===== src/rtl/record_pkg.sv =====
// Shared field layout of the 44-bit pulse record and the decoded event.
// The epoch is carried beside evt_t because its width is a unit parameter.
package record_pkg;

    localparam int REC_TIMER_W  = 39;
    localparam int REC_MARK_BIT = 39;
    localparam int REC_CHAN_LSB = 40;
    localparam int REC_CHAN_W   = 4;
    localparam int REC_W        = 44;

    typedef struct packed {
        logic [REC_TIMER_W-1:0] timer;
        logic [REC_CHAN_W-1:0]  channel;
        logic                   marker;
    } evt_t;

    function automatic logic [REC_CHAN_W-1:0] rec_chan(
        input logic [REC_W-1:0] r
    );
        return r[REC_W-1:REC_CHAN_LSB];
    endfunction

endpackage


===== src/rtl/record_unpacker_if.sv =====
// Record input strobe and event output stream of the unpacker.
// slave: unpacker side; master: record source / host readout side.
interface record_unpacker_if
    import record_pkg::*;
#(
    parameter int EPOCH_W = 9
);
    logic [REC_W-1:0]               rec_data;
    logic                           rec_ready;
    logic                           out_valid;
    logic                           out_ready;
    logic [REC_TIMER_W+EPOCH_W-1:0] out_time;
    logic [REC_CHAN_W-1:0]          out_channel;
    logic                           out_marker;

    modport slave (
        input  rec_data, rec_ready, out_ready,
        output out_valid, out_time, out_channel, out_marker
    );

    modport master (
        output rec_data, rec_ready, out_ready,
        input  out_valid, out_time, out_channel, out_marker
    );
endinterface


===== src/rtl/record_fifo.sv =====
// Synchronous first-word-fall-through FIFO; a pop frees a slot for a push
// in the same cycle. Ports: clk, clear_n, push/din, pop/dout, full, empty.
module record_fifo #(
    parameter int W     = 8,
    parameter int DEPTH = 16
) (
    input  logic         clk,
    input  logic         clear_n,
    input  logic         push,
    input  logic [W-1:0] din,
    input  logic         pop,
    output logic [W-1:0] dout,
    output logic         full,
    output logic         empty
);
    localparam int AW = $clog2(DEPTH);

    logic [W-1:0] mem [DEPTH];
    logic [AW:0]  wr_ptr;
    logic [AW:0]  rd_ptr;
    logic         do_push;
    logic         do_pop;

    assign empty   = (wr_ptr == rd_ptr);
    assign full    = (wr_ptr[AW] != rd_ptr[AW]) &&
                     (wr_ptr[AW-1:0] == rd_ptr[AW-1:0]);
    assign do_pop  = pop && !empty;
    assign do_push = push && (!full || do_pop);

    always_ff @(posedge clk) begin
        if (!clear_n) begin
            wr_ptr <= '0;
            rd_ptr <= '0;
        end else begin
            if (do_push)
                wr_ptr <= wr_ptr + (AW+1)'(1);
            if (do_pop)
                rd_ptr <= rd_ptr + (AW+1)'(1);
        end
    end

    always_ff @(posedge clk) begin
        if (do_push)
            mem[wr_ptr[AW-1:0]] <= din;
    end

    assign dout = mem[rd_ptr[AW-1:0]];

endmodule


===== src/rtl/record_unpacker.sv =====
// Decodes pulse records, extends the timer with a rollover epoch and
// buffers events for the host stream. Ports: clk, clear_n, bus (record
// in, event stream out), drop_count, epoch_ovf.
// UNPACK_MARKER_PASS_EN: also forward marker-only records as events.
module record_unpacker
    import record_pkg::*;
#(
    parameter int EPOCH_W = 9,
    parameter int DEPTH   = 16
) (
    input  logic               clk,
    input  logic               clear_n,
    record_unpacker_if.slave   bus,
    output logic [15:0]        drop_count,
    output logic               epoch_ovf
);
    localparam int EW = $bits(evt_t);
    localparam int FW = EPOCH_W + EW;

    logic [REC_TIMER_W-1:0] r_timer;
    logic                   r_mark;
    logic [REC_CHAN_W-1:0]  r_chan;
    logic                   mk_only;
    logic                   want;

    logic [EPOCH_W-1:0]     epoch;
    logic [EPOCH_W-1:0]     epoch_next;
    logic                   mark_seen;

    logic                   d_valid;
    logic [EPOCH_W-1:0]     d_epoch;
    evt_t                   d_evt;

    logic [FW-1:0]          f_dout;
    logic                   f_full;
    logic                   f_empty;
    logic                   pop;
    logic                   drop;
    evt_t                   q_evt;
    logic [EPOCH_W-1:0]     q_epoch;

    assign r_timer = bus.rec_data[REC_TIMER_W-1:0];
    assign r_mark  = bus.rec_data[REC_MARK_BIT];
    assign r_chan  = rec_chan(bus.rec_data);

`ifdef UNPACK_MARKER_PASS_EN
    assign mk_only = r_mark && (r_chan == '0);
    assign want    = bus.rec_ready && ((r_chan != '0) || r_mark);
`else
    assign mk_only = 1'b0;
    assign want    = bus.rec_ready && (r_chan != '0);
`endif

    // A marker in the same record stamps its event with the new epoch.
    assign epoch_next = (bus.rec_ready && r_mark) ?
                        epoch + EPOCH_W'(1) : epoch;

    always_ff @(posedge clk) begin
        if (!clear_n) begin
            epoch     <= '1;
            mark_seen <= 1'b0;
            epoch_ovf <= 1'b0;
            d_valid   <= 1'b0;
            d_epoch   <= '0;
            d_evt     <= '0;
        end else begin
            epoch   <= epoch_next;
            d_valid <= want;
            d_epoch <= epoch_next;
            d_evt.timer   <= mk_only ? '0 : r_timer;
            d_evt.channel <= r_chan;
            d_evt.marker  <= mk_only;
            if (bus.rec_ready && r_mark) begin
                mark_seen <= 1'b1;
                // The all-ones reset value wraps on the first marker
                // by design; only later wraps are overflows.
                if (mark_seen && (&epoch))
                    epoch_ovf <= 1'b1;
            end
        end
    end

    assign pop  = bus.out_valid && bus.out_ready;
    assign drop = d_valid && f_full && !pop;

    record_fifo #(
        .W     (FW),
        .DEPTH (DEPTH)
    ) u_fifo (
        .clk     (clk),
        .clear_n (clear_n),
        .push    (d_valid),
        .din     ({d_epoch, d_evt}),
        .pop     (pop),
        .dout    (f_dout),
        .full    (f_full),
        .empty   (f_empty)
    );

    always_ff @(posedge clk) begin
        if (!clear_n)
            drop_count <= '0;
        else if (drop && (drop_count != 16'hFFFF))
            drop_count <= drop_count + 16'd1;
    end

    assign q_evt   = f_dout[EW-1:0];
    assign q_epoch = f_dout[FW-1:EW];

    // Gated so the stream reads zero while empty.
    assign bus.out_valid   = !f_empty;
    assign bus.out_time    = f_empty ? '0 : {q_epoch, q_evt.timer};
    assign bus.out_channel = f_empty ? '0 : q_evt.channel;

`ifdef UNPACK_MARKER_PASS_EN
    assign bus.out_marker  = !f_empty && q_evt.marker;
`else
    logic unused_marker;
    assign unused_marker  = q_evt.marker;
    assign bus.out_marker = 1'b0;
`endif

endmodule


===== src/flat_wrapper.sv =====
// flat-port wrapper written by rule: the top's interface ports become plain ports
module record_unpacker_flat import record_pkg::*;
#(
    parameter int EPOCH_W = 9,
    parameter int DEPTH   = 16
)
  (clk, clear_n, drop_count, epoch_ovf, bus_rec_data, bus_rec_ready, bus_out_ready, bus_out_valid, bus_out_time, bus_out_channel, bus_out_marker);
  record_unpacker_if #(.EPOCH_W(EPOCH_W)) bus_i ();
  input  logic clk;
  input  logic clear_n;
  output logic [15:0] drop_count;
  output logic epoch_ovf;
  input wire logic [$bits(bus_i.rec_data)-1:0] bus_rec_data;
  input wire logic [$bits(bus_i.rec_ready)-1:0] bus_rec_ready;
  input wire logic [$bits(bus_i.out_ready)-1:0] bus_out_ready;
  output wire logic [$bits(bus_i.out_valid)-1:0] bus_out_valid;
  output wire logic [$bits(bus_i.out_time)-1:0] bus_out_time;
  output wire logic [$bits(bus_i.out_channel)-1:0] bus_out_channel;
  output wire logic [$bits(bus_i.out_marker)-1:0] bus_out_marker;
  assign bus_i.rec_data = bus_rec_data;
  assign bus_i.rec_ready = bus_rec_ready;
  assign bus_i.out_ready = bus_out_ready;
  assign bus_out_valid = bus_i.out_valid;
  assign bus_out_time = bus_i.out_time;
  assign bus_out_channel = bus_i.out_channel;
  assign bus_out_marker = bus_i.out_marker;
  record_unpacker #(.EPOCH_W(EPOCH_W), .DEPTH(DEPTH)) u_core (.clk(clk), .clear_n(clear_n), .bus(bus_i), .drop_count(drop_count), .epoch_ovf(epoch_ovf));
endmodule

===== config.mk =====
export PLATFORM = sky130hd
export DESIGN_NAME = record_unpacker_flat
export DESIGN_NICKNAME = d
export VERILOG_FILES = /design/src/rtl/record_pkg.sv /design/src/rtl/record_unpacker_if.sv /design/src/rtl/record_fifo.sv /design/src/rtl/record_unpacker.sv /design/src/flat_wrapper.sv
export SDC_FILE = /design/constraint.sdc
export NUM_CORES = 1
export LEC_CHECK = 0
export BUFFER_PORTS_ARGS = -buffer_cell sky130_fd_sc_hd__clkbuf_2
export CORE_ASPECT_RATIO = 0.75
export CORE_MARGIN = 2
export CORE_UTILIZATION = 50
export CTS_BUF_LIST = sky130_fd_sc_hd__clkbuf_16
export DETAILED_ROUTE_END_ITERATION = 16
export PLACE_DENSITY = 0.66
export SLEW_MARGIN = 20
export SYNTH_ARGS = -nofsm -noshare
export SYNTH_HDL_FRONTEND = slang
export SYNTH_SLANG_ARGS = --single-unit

===== constraint.sdc =====
create_clock -name clk -period 13.6 [get_ports clk]
set_clock_uncertainty 0.2 [all_clocks]
set_input_delay 1.36 -clock clk [delete_from_list [all_inputs] [get_ports clk]]
set_output_delay 1.36 -clock clk [all_outputs]
set_load 0.1 [all_outputs]

After elaboration in Yosys (flattened, before gate mapping)
Memory sizes are Yosys's and may differ from the RTL's. A register that Yosys moved wholly into a read port is not among the register bits.
Index checks and enable logic that the tools add are counted.
W data, S select, Z words.
{"block": "totals", "register_bits": 90, "latch_bits": 0, "mem_bits_rw": 832, "romBits": 0, "input_bits": 48, "output_inout_bits": 71, "word_cells": 43, "n_memories": 1}
{"name": "u_core.u_fifo.mem", "depth": 16, "width": 52, "read_ports": 1, "rd_clocked_by_memory_dff": 1, "write_ports": 1, "line": "record_fifo.sv:18", "text": "logic [W-1:0] mem [DEPTH];"}
{"block": "op_classes", "n_addsub": 4, "n_mul": 0, "div_mod_pow": 0, "n_lt_le_gt_ge": 0, "n_eq_ne": 4, "shifts": 0, "mux": 7, "bitwise": 0, "reduce_logical": 17}
{"op": "$mux W48", "count": 1}
{"op": "$add A16 B1 Y16 const B", "count": 1}
{"op": "$ne A16 B16 Y1 const B", "count": 1}
{"op": "$mux W4", "count": 3}
{"op": "$add A5 B1 Y5 const B", "count": 2}
{"op": "$logic_and A1 B1 Y1", "count": 10}
{"op": "$add A9 B1 Y9 const B", "count": 1}
{"op": "$mux W9", "count": 1}
{"op": "$reduce_and A9 Y1", "count": 1}
{"op": "$eq A5 B5 Y1", "count": 1}
{"op": "$eq A4 B4 Y1", "count": 1}
{"op": "$reduce_bool A4 Y1", "count": 1}
{"op": "$logic_not A1 Y1", "count": 3}
{"op": "$mux W1", "count": 2}
{"op": "$reduce_and A2 Y1", "count": 1}
{"op": "$logic_or A1 B1 Y1", "count": 1}
{"op": "$ne A1 B1 Y1", "count": 1}

Longest topological paths before layout
{"block": "logic_depth", "depth_word": 8, "ltp_mapped": 8, "depth_no_buf": 6}

By module
A second synthesis with hierarchy kept.
{"block": "hier_totals", "cells_unflattened": 1584, "hier_area_um2": 35780.6}
{"module": "record_fifo", "n_inst": 1, "cells_each": 1261, "area_per_inst_um2": 32606.3, "seq_area_each_um2": 25744.7}
{"module": "record_unpacker", "n_inst": 1, "cells_each": 323, "area_per_inst_um2": 3174.3, "seq_area_each_um2": 1601.5}

Least setup slack after synthesis
No wires, ideal clock.
{"block": "synth_timing", "path_kind": "input to register", "from": "in bus_out_ready", "to": "mem u_core.u_fifo.mem[0][0] (netlist bit) (enable)", "setup_ps": 526, "arrival_ps": 5639, "required_ps": 12874, "slack_ps": 7235, "path_stages": 4, "n_path_buf": 0, "path_cell_list": "and2b_1 -> a21boi_1 -> nand2_1 -> nor3_1"}
{"block": "synth_via", "elab_chain_len": 6}
{"item": "start, declared", "line": "flat_wrapper.sv:15", "text": "input wire logic [$bits(bus_i.out_ready)-1:0] bus_out_ready;"}
{"item": "$logic_and A1 B1 Y1", "line": "record_unpacker.sv:83", "text": "assign pop = bus.out_valid && bus.out_ready;"}
{"item": "$logic_and A1 B1 Y1", "line": "record_fifo.sv:27", "text": "assign do_pop = pop && !empty;"}
{"item": "$logic_or A1 B1 Y1", "line": "record_fifo.sv:28", "text": "assign do_push = push && (!full || do_pop);"}
{"item": "$logic_and A1 B1 Y1", "line": "record_fifo.sv:28"}
{"item": "$mux W1", "line": "record_fifo.sv:43", "text": "if (do_push)"}
{"item": "$mux W1 (not written as such)", "line": "record_fifo.sv:44", "text": "mem[wr_ptr[AW-1:0]] <= din;"}
{"item": "end, declared", "line": "record_fifo.sv:18"}
No other way between the ends.

==> parameters.txt <==
Parameter                              Value

Floorplanning
  Effective utilization at floorplan ... 50.5%
  Die outline width ... between 300 and 400 microns
  Count of pins on the block boundary ... around 120
  Die area ... approximately 0.073 sq mm
  Vert. Die Dim ... 234 microns
  Core outline area ... 0.0700 sq mm
  Num rows ... 84

CTS
  Htree depth ... 3
  CTS buffer count ... 86
  Maximum clock insertion buffer count ... 3
  Clk sink count ... 926
  TritonCTS clock tree ... done
  Root Buffer Master ... sky130_fd_sc_hd__clkbuf_16
  Number of buffers added for setup after CTS ... 0
  CTS clock-pin slew for the worst setup and hold paths ... 0.06 ns
  Post-cts repair resize count ... 0
  Hold buffers post-CTS ... 0
  Clock Latency Late Sink ... 0.63 ns

Detailed routing
  Starting DRC count in detailed routing ... 2018
  Residual DRC ... 0
  Total iterations of the first detailed-routing run ... 5
  Sum of routed wire length over all layers ... 79700 microns
  Total via count after detailed routing ... 18090
  Number of antenna-violating nets in the routed design ... 0
  Vias per cell ... a little under 6
  Post-detailed-route wirelength per cell ... approximately 26 microns

Setup path
  Startpoint-to-endpoint class of the critical path ... reg -> out
  Critical path launch point type ... register
  Required time of the critical path ... 12.04 ns
  Register-to-Register Path Depth ... 6
  End of the worst register-to-register path ... u_core.u_fifo.mem[13][31]$_DFFE_PP_
  Largest fanout on the critical path ... 46
  Worst setup slack for register-to-register paths ... ~9.6 ns
  Critical path data arrival time ... 4.37 ns
  R2r startpoint ... u_core.u_fifo.wr_ptr[2]$_SDFFE_PN0P_
  Type of element capturing the critical path ... output port

Synth
  Count of cell types in the netlist ... 47
  Synthesized flop and latch total ... 926
  Mean area per synthesized cell ... between 15 and 20 sq um
  Main area contributors after synthesis ... sky130_fd_sc_hd__edfxtp_1 (71%), sky130_fd_sc_hd__mux4_2 (6.6%), sky130_fd_sc_hd__dfxtp_1 (5.3%)
  Post-synthesis async set-or-reset flop share ... 0%
  Gate count after technology mapping ... approximately 1900
  EDFF count, synth ... 832
  Part of the Yosys area used for sequential elements ... 76.1%
  Count of yosys warnings during synthesis ... 0
  Area of the mapped netlist ... around 0.035 sq mm
  Cell type with the largest total area after synthesis ... sky130_fd_sc_hd__edfxtp_1
  Most frequently used flop master after synthesis ... sky130_fd_sc_hd__edfxtp_1
  Net Count, Synth ... 1962
  Most instantiated cells after synthesis ... sky130_fd_sc_hd__edfxtp_1 (832), sky130_fd_sc_hd__mux2i_1 (188), sky130_fd_sc_hd__mux4_2 (104)
  Most frequent cell after synthesis ... sky130_fd_sc_hd__edfxtp_1
  Portion of synthesized cell area occupied by the leading cell type ... 70.7%

STA
  Post-route minimum period ... between 5 and 6 ns
  Final setup slack of the worst path ... 7.67 ns
  Peak clock frequency supported by timing ... around 170 MHz
  Unrepaired setup endpoints after global routing ... no
  Transition time at the pin with the least slew margin ... 1.11 ns
  Worst relative slew slack ... 25.9%
  Hold violation total from the final report ... 0
  Final worst path period share ... 43.6%
  Final Slew Violations ... 0
  Setup TNS after final layout ... 0 ns
  Final count of negative-setup-slack endpoints ... 0

Layout
  Final nets ... 2096
  Fraction of final layout cells with drive strength greater than 1 ... roughly 21%
  Area growth from synthesis to layout ... 12.6%
  Final core utilization ... between 50% and 60%
  Ant diodes ... 0
  Fin area ... around 0.040 sq mm

Hold path
  Type of the most critical hold path ... reg -> reg
  Hold Startpoint ... u_core.mark_seen$_SDFFE_PN0P_
  Sink of the worst hold path ... u_core.mark_seen$_SDFFE_PN0P_
  Worst hold path cell count ... 2

Place
  Dpl ws ... about 8 ns
  Area after DPL ... 0.0370 sq mm
  Final GP Congestion ... 0.724
  IO Port Bufs ... 117
  HPWL reported at the end of detailed placement ... 39300 microns

Outcome
  Outcome ... finished, final reports clean

Global route
  First-pass GRT wire length ... between 100000 and 150000 microns
  Largest net degree at the start of global routing ... 132
  Total congestion overflow ... 0
  Total global routing track utilization ... between 20% and 30%
  Vias in the first global route ... 18387
  Initial antenna violation count ... 1

Power and ir drop
  Overall Power ... about 6.3 mW
  Leakage power total ... 12.6 nW
  Peak ir drop on the vdd network ... between 0.1 and 0.15 mV
  Pwr per Cell Area ... between 150 and 200 mW/mm^2

Run
  Count of max-cap constraint violations ... 0
[worst max-delay path, cell delays in order, from the launching register on]
cell,delay [ns]
sky130_fd_sc_hd__dfxtp_4,0.70
sky130_fd_sc_hd__buf_4,0.65
sky130_fd_sc_hd__buf_4,0.73
sky130_fd_sc_hd__mux4_2,0.35
sky130_fd_sc_hd__o21ai_0,0.07
sky130_fd_sc_hd__a211oi_1,0.63
sky130_fd_sc_hd__clkbuf_2,0.58
[area by class of cell]
| type | count | area, sq um |
|---|---|---|
| clock inverters | 73 | 541 |
| inverters | 6 | 22.5 |
| well taps | 946 | 1180 |
| flip-flops and latches | 926 | 26900 |
| clock buffers | 88 | 2200 |
| multi-input cells | 866 | 8080 |
| fillers | 5291 | 30200 |
| repair buffers | 154 | 880 |
[worst max-delay path by stage]
stage | start | end | slack [ns] | cells after the start
6_report | register | bus_out_time[47] | 7.67 | 6
5_1_grt | register | bus_out_channel[2] | 7.39 | 7
4_1_cts | register | bus_out_channel[2] | 7.30 | 7
3_5_place_dp | register | bus_out_channel[2] | 7.96 | 7
3_3_place_gp | register | bus_out_channel[2] | 8.05 | 7
2_1_floorplan | bus_out_ready | u_core.u_fifo.mem[0][0]$_DFFE_PP_ | 7.24 | 4
[kinds of logic after synthesis]
kind of cell	Yosys count	synth area share [%]
fa+ha+maj	8	0.283
flops	926	76.1
compound gates	285	5.15
xor+xnor	26	0.666
buf+inv	114	1.48
mux	323	12.9
simple gates	223	3.41
other cells	1	0.0106
[report_power, final]
group          switching (mW)  internal [mW]  total (mW)
logic                   0.525          0.232       0.757
registers              0.0571           3.14        3.20
clock network            1.00           1.33        2.33
[registers in the layout, summed over array words and instances, names as in the netlist, named ones only]
register / flops
u_core.u_fifo.mem: 832
u_core.d_evt: 43
u_core.drop_count: 16
u_core.d_epoch: 9
u_core.epoch: 9
u_core.u_fifo.rd_ptr: 5
u_core.u_fifo.wr_ptr: 5
u_core.d_valid: 1
u_core.epoch_ovf: 1
u_core.mark_seen: 1
[layout by cell type, fill, tap and decap left out, drive strengths merged, types with 46 or more instances in the layout]
cell    netlist  final
a221oi       52     52
mux2i       188    188
edfxtp      832    832
o21ai        87     87
nand2        47     47
clkbuf       68    205
mux4        104    104
dfxtp        94     94
a22oi        52     52
and2         46     46
a21oi        66     66
nor2         48     48
[routing by layer]
metal | track usage (%) | part of all wire (%) | vias to the layer above
met4 | 5.34 | 1.7 | 0
li1 | - | - | 7959
met1 | 31.2 | 44 | 9439
met5 | 0 | 0 | -
met2 | 35.7 | 48 | 597
met3 | 3.79 | 6.8 | 95
[through the flow]
stage | cells | hold WS (ns)
2_1_floorplan | 1906 | 0.240
3_3_place_gp | 2898 | 0.250
3_5_place_dp | 2898 | 0.270
4_1_cts | 3059 | 0.285
5_1_grt | 3059 | 0.301
6_report | 3059 | 0.278
No activity file was read; power rests on OpenSTA's default activity.
